[src/rtl/clk_div_ctrl.sv]
// Programmable clock divider with glitch-free run-time ratio updates.
// New ratios are applied only at period boundaries via a DRAIN/LOAD step.
module clk_div_ctrl #(
  parameter int DIV_W       = 8,
  parameter int DEFAULT_DIV = 10
) (
  input  logic             clk,
  input  logic             rst,
  input  logic             en,
  input  logic             cfg_valid,
  input  logic [DIV_W-1:0] cfg_div,
  output logic             cfg_ready,
  output logic             cfg_err,
  output logic             clk_out,
  output logic             tick,
  output logic             busy
);

  localparam logic [1:0] S_IDLE  = 2'd0;
  localparam logic [1:0] S_RUN   = 2'd1;
  localparam logic [1:0] S_DRAIN = 2'd2;
  localparam logic [1:0] S_LOAD  = 2'd3;

  localparam logic [DIV_W-1:0] DIV_RST = DIV_W'(DEFAULT_DIV);
  localparam logic [DIV_W-1:0] ONE     = DIV_W'(1);
  localparam logic [DIV_W-1:0] TWO     = DIV_W'(2);

  logic [1:0]       state;
  logic [1:0]       state_nx;
  logic [DIV_W-1:0] cnt;
  logic [DIV_W-1:0] cnt_nx;
  logic [DIV_W-1:0] cnt_inc;
  logic [DIV_W-1:0] div_reg;
  logic [DIV_W-1:0] div_nx;
  logic [DIV_W-1:0] pend_div;
  logic             up;
  logic             xfer;
  logic             legal;
  logic             last;
  logic             counting_nx;

  assign xfer      = cfg_valid && cfg_ready;
  assign legal     = cfg_div >= TWO;
  assign last      = cnt == div_reg - ONE;
  assign cnt_inc   = last ? '0 : cnt + ONE;
  assign cfg_ready = up && (state == S_IDLE || state == S_RUN);
  assign busy      = state != S_IDLE;

  always_comb begin
    state_nx = state;
    cnt_nx   = cnt;
    div_nx   = div_reg;
    unique case (1'b1)
      (state == S_IDLE): begin
        cnt_nx = '0;
        if (xfer) begin
          if (legal) state_nx = S_LOAD;
        end else if (en) begin
          state_nx = S_RUN;
        end
      end
      (state == S_RUN): begin
        cnt_nx = cnt_inc;
        if (xfer && legal) state_nx = S_DRAIN;
        else if (!en && last) state_nx = S_IDLE;
      end
      (state == S_DRAIN): begin
        cnt_nx = cnt_inc;
        if (last) state_nx = S_LOAD;
      end
      default: begin
        cnt_nx   = '0;
        div_nx   = pend_div;
        state_nx = en ? S_RUN : S_IDLE;
      end
    endcase
  end

  // outputs are registered from next-state values so they align with cnt
  assign counting_nx = state_nx == S_RUN || state_nx == S_DRAIN;

  always_ff @(posedge clk) begin
    if (!rst) begin
      state    <= S_IDLE;
      cnt      <= '0;
      div_reg  <= DIV_RST;
      pend_div <= DIV_RST;
      up       <= 1'b0;
      cfg_err  <= 1'b0;
      clk_out  <= 1'b0;
      tick     <= 1'b0;
    end else begin
      state   <= state_nx;
      cnt     <= cnt_nx;
      div_reg <= div_nx;
      up      <= 1'b1;
      cfg_err <= xfer && !legal;
      if (xfer && legal) pend_div <= cfg_div;
      clk_out <= counting_nx && (cnt_nx < (div_nx >> 1));
      tick    <= counting_nx && (cnt_nx == div_nx - ONE);
    end
  end

endmodule

[config.mk]
export PLATFORM = sky130hd
export DESIGN_NAME = clk_div_ctrl
export DESIGN_NICKNAME = d
export VERILOG_FILES = /design/src/rtl/clk_div_ctrl.sv
export SDC_FILE = /design/constraint.sdc
export NUM_CORES = 1
export LEC_CHECK = 0
export BUFFER_PORTS_ARGS = -buffer_cell sky130_fd_sc_hd__buf_2
export CORE_MARGIN = 3
export CORE_UTILIZATION = 45
export CTS_CLUSTER_SIZE = 30
export DETAILED_ROUTE_END_ITERATION = 12
export HOLD_SLACK_MARGIN = 0.15
export PLACE_DENSITY = 0.71
export SETUP_SLACK_MARGIN = 0.3
export SLEW_MARGIN = 40
export SYNTH_ARGS = -nofsm -noshare
export SYNTH_HDL_FRONTEND = slang
export SYNTH_SLANG_ARGS = --single-unit
[constraint.sdc]
create_clock -name clk -period 8.5 [get_ports clk]
set_input_delay 0.85 -clock clk [delete_from_list [all_inputs] [get_ports clk]]
set_output_delay 0.85 -clock clk [all_outputs]
set_load 0.03 [all_outputs]
# Word level (Yosys, flattened, before mapping)
# Cells that the tools add are included.
[word_totals]
latch_bits = 0
regBits = 30
ramBits = 0
out_inout_bits = 5
input_bits = 12
elab_cells = 46
mem_bits_ro = 0
n_memories = 0
[classes]
n_eq_ne = 6
n_bitwise = 0
n_mul = 0
add_sub_neg = 3
muxes = 12
n_div = 0
shifts = 0
order_cmp = 2
reduce_logical = 15
[op_table]
columns = ["op", "n"]
rows = [
  ["two-way mux 8 bit", 3],
  ["== test 8 bit", 2],
  ["subtractor 8 x 1 -> 8 bit, second input constant", 2],
  ["two-way mux 2 bit", 6],
  ["adder 8 x 1 -> 8 bit, second input constant", 1],
  ["greater-or-equal comparator 8 x 2 -> 1 bit, second input constant", 1],
  ["less-than comparator 8 x 7 -> 1 bit", 1],
  ["logical AND 1 bit", 7],
  ["one-hot mux 2 bit (3 select lines)", 1],
  ["== test 2 x 1 -> 1 bit, second input constant", 2],
  ["== test 2 bit, second input constant", 2],
  ["OR reduction 3 bit", 1],
  ["logical NOT 1 bit", 2],
  ["logical NOT 2 bit", 1],
  ["logical OR 1 bit", 2],
  ["two-way mux 1 bit", 2],
  ["nonzero test 2 bit", 1],
  ["OR reduction 2 bit", 1],
]

# Logic depth before layout (Yosys ltp)
[logic_depth]
ltp_word = 10
ltp_mapped = 14
ltp_nobuf = 13

# Worst setup path before layout
# No wires, ideal clock.
[synth_path]
kind = "reg-to-reg"
start = "register div_reg[0]"
end = "register clk_out"
required_time_ns = 8.422
path_buffers = 1
setup_slack_ns = 5.560
t_arrival_ns = 2.862
synth_period_minus_slack_ns = 2.940
stages_incl_launch_ff = 15
setup_time_ns = 0.078
path_cell_list = "dfxtp_1 inv_1 ha_1 or3b_1 a211o_1 nor4b_4 o211ai_4 nand2_2 buf_6 nor2_1 ha_1 a21o_1 a21oi_1 o221ai_1 nor3_1"
[synth_between]
elab_cells_between_ends = 14
cone_classes = "add/sub: 1; order compare: 1; eq/ne: 3; mux: 6; reduce/logical: 3"
[synth_rtl]
columns = ["item", "line", "source"]
rows = [
  ["start, declared", "33", "logic [DIV_W-1:0] div_reg;"],
  ["start signal, assigned", "95", "div_reg <= div_nx;"],
  ["subtractor 8 x 1 -> 8 bit", "44", "assign last = cnt == div_reg - ONE;"],
  ["== test 8 bit", "44", ""],
  ["two-way mux 8 bit", "45", "assign cnt_inc = last ? '0 : cnt + ONE;"],
  ["two-way mux 8 bit", "53", "unique case (1'b1)"],
  ["net cnt_nx[5]", "31", "logic [DIV_W-1:0] cnt_nx;"],
  ["less-than comparator 8 x 7 -> 1 bit", "99", "clk_out <= counting_nx && (cnt_nx < (div_nx >> 1));"],
  ["logical AND 1 bit", "99", ""],
  ["end signal, assigned", "99", ""],
  ["end, declared", "14", "output logic clk_out,"],
]
# The timed path passes the listed nets, and every way through them passes these cells.
# A chain may end at the register's enable or synchronous reset.

# Worst setup path after layout
# Ends and elaborated chain as after synthesis.

==> key figures <==
Clock tree
  • TritonCTS clock tree: yes
  • Worst-path clk slew: ~60 ps
  • Clock Latency Late Sink: 290 ps
  • Root buf cell: clkbuf_8
  • # H-tree levels: 2
  • Hold-fix buffers, CTS: 0
  • TritonCTS Sinks: 30
  • Postcts setup bufs: 0
  • # resized after CTS: 0
  • Num CTS Buffers: 5
  • CTS Buffer Depth: 2

Drt
  • Drt wl/cell: around 15 µm
  • DR pass1 iterations: 4
  • Remaining antenna violation count: 0
  • Vias/cell: 5.58
  • Detailed Route WL: between 4 and 5 mm
  • DRC viols: 0
  • Iteration-0 DRC Markers: just over 70
  • Detailed-route via count: 1724

Hold path
  • Hold Path Sink: pend_div[6]
  • HP Class: reg -> reg
  • Hold_sp: pend_div[6]
  • Min-Delay Path Depth: 2

Power and ir drop
  • Seq pwr share: roughly two fifths
  • Net load switching power: between 0.15 and 0.2 mW
  • Pwr Density: approximately 190 nW/µm²
  • Net Sw Frac: between 30 and 40%
  • Peak VDD IR: around 120 µV
  • Internal power: around 0.27 mW
  • Clock Power Share: roughly 29%
  • Gate power share: a little under a third
  • Leak: ~0.94 nW

Global route
  • Met1 Use GR: between 20% and 30%
  • Global routing's busiest layer: met2
  • Largest net degree at the start of global routing: 16
  • First-pass GRT wire length: 7.82 mm
  • Vias in the first global route: 1657
  • Tot GR Track Use: 18.9%
  • Antenna violations before repair: 0
  • Global route total overflow: 0
  • GR Layer Usage met3: about 3.7%
  • Met2 usage: roughly 30%

Synthesis
  • Syn Std Cell Area: 2060 µm²
  • Syn Nets: ~270
  • Netlist cell types: between 50 and 60
  • Ys async rst share: 0%
  • Sequential area share after synthesis: between 20% and 30%
  • Post-synth EDFFs: 0
  • Cells after synthesis: 245
  • YS warnings: 0
  • Mean Syn Cell Area: approximately 8.4 µm²
  • Seq cells post-synth: 30
  • Top FF cell, synth: dfxtp_1

Finish
  • Layout cells sized above 1: about an eighth
  • Syn-to-layout area delta: 8.91%
  • Post-layout net count: 285
  • Fillcell total: approximately 420
  • Post-route insts no fill: roughly 300
  • N_diodes: 0

Critical path
  • CP Data Required Time: around 8700 ps
  • Worst r2r path cells: 13
  • Reg2Reg Launch Point: div_reg[0]
  • R2R Setup Slk: approximately 5300 ps
  • Critical path endpoint category: register
  • Startpoint types: register
  • WS Path Type: reg -> reg
  • Reg2Reg Capture Point: clk_out
  • Critical Path AT: 3420 ps
  • CP Max Fanout: 11

Place
  • Dpl cells: roughly 300
  • Port buffer count: 16
  • DP Worst Slack: about 5300 ps
  • DPL Wire Length: about 3.6 mm
  • GP Congestion: between 0.8 and 0.9

Timing
  • Final setup viols: 0
  • Final period utilization: 37.8%
  • Worst Max-Slew Pin Slew: 648 ps
  • Unrepaired setup endpoints after global routing: no
  • Pins over their slew limit: 0
  • Worst setup margin: about 5300 ps
  • Setup TNS Final: 0 ps
  • Max-slew headroom: 56.1%
  • Fmax: about 0.31 GHz
  • Final Skew: around 5.7 ps
  • Fin. Hold Viols: 0
  • Min Tclk post-route: roughly 3200 ps
  • Hold_ws: between 400 and 500 ps

Floorplan
  • Row Count: 23
  • Core area: about 4200 µm²
  • DIE AREA: 5430 µm²
  • IO Pins: 17
  • Initial core utilization: between 40% and 50%
  • Die W: ~74 µm
  • Die height: about 74 µm

Flow run
  • Maxcap violations: 0

Outcome
  • Outcome: completed
worst max-delay path: stages, from the launching register on:
cell and delay [ps]:
dfxtp_1 350, inv_1 70, ha_1 230, or3b_1 360, a211o_1 330, nor4b_4 370
o211ai_4 190, nand2_2 240, nor2_1 80, ha_1 300, a21o_1 160, a21oi_1 130
o221ai_1 120, nor3_1 200
cells in the mapped netlist (6+ instances only):
library cell	n	area (µm²)
mux2i_1	11	110
and3_1	6	37.5
ha_1	15	188
nor3_1	13	65.1
a21oi_1	14	70.1
clkbuf_1	7	26.3
nand2_1	23	86.3
inv_1	14	52.6
dfxtp_1	30	601
xnor2_1	11	96.3
nand3_1	13	65.1
nor2_1	23	86.3
xor2_1	11	96.3
worst max-delay path by stage:
stage | start | endpoint
4_1_cts | div_reg[0] | clk_out
3_3_place_gp | div_reg[0] | clk_out
5_1_grt | state[0] | tick
6_report | div_reg[0] | clk_out
3_5_place_dp | div_reg[0] | clk_out
2_1_floorplan | div_reg[0] | clk_out
metal layers:
layer | wire length (µm) | share of wire, %
met1 | 2260 | 49
met2 | 2150 | 47
met3 | 95 | 2.1
met4 | 76 | 1.7
met5 | 0 | 0
per-stage QoR:
| stage | power [mW] | area (µm²) | util, % |
|---|---|---|---|
| finish | 0.419 | 2250 | 53.5 |
| global route | 0.449 | 2250 | 53.5 |
| CTS | 0.422 | 2250 | 53.5 |
| detailed placement | 0.301 | 2150 | 51.2 |
| global placement | 0.298 | 2150 | 51.2 |
| floorplan | 0.275 | 2060 | - |
layout by cell type (no fill, tap or decap), drive strengths merged, types with 13 or more instances in the layout:
| cell type | Yosys | routed |
|---|---|---|
| nand3 | 13 | 13 |
| dfxtp | 30 | 30 |
| nor3 | 13 | 13 |
| a21oi | 14 | 14 |
| nand2 | 24 | 24 |
| nor2 | 23 | 23 |
| ha | 15 | 15 |
| inv | 14 | 14 |
| buf | 3 | 16 |
area by class of cell:
class                   instances  area (µm²)  area share (%)
clock buffers                   6        82.6            3.67
clock inverters                 2        12.5           0.557
inverters                      14        52.6            2.34
multi-input cells             191        1360            60.4
flip-flops and latches         30         601            26.7
well taps                      50        62.6            2.78
repair buffers                 16        80.1            3.56
logic make-up (layout without fill, tap and decap cells):
logic type	after synthesis	in the layout	share of synthesized area (%)
AND/OR/NAND/NOR	101	101	26.0
AO/OA/AOI/OAI	39	39	13.8
flip-flops	30	30	29.1
buffers and inverters	24	38	5.15
XOR/XNOR	23	23	10.4
adder cells (fa/ha/maj)	15	15	9.10
multiplexers	13	13	6.43
power groups by stage:
| stage | clock network, mW | registers [mW] | logic [mW] |
|---|---|---|---|
| after CTS | 0.123 | 0.166 | 0.133 |
| final | 0.121 | 0.165 | 0.133 |
| after global placement | 0 | 0.168 | 0.130 |
| after global routing | 0.132 | 0.167 | 0.150 |
| after detailed placement | 0 | 0.169 | 0.132 |
| after floorplan | 0 | 0.167 | 0.107 |
Note: power is estimated with default switching activity, not from simulation.
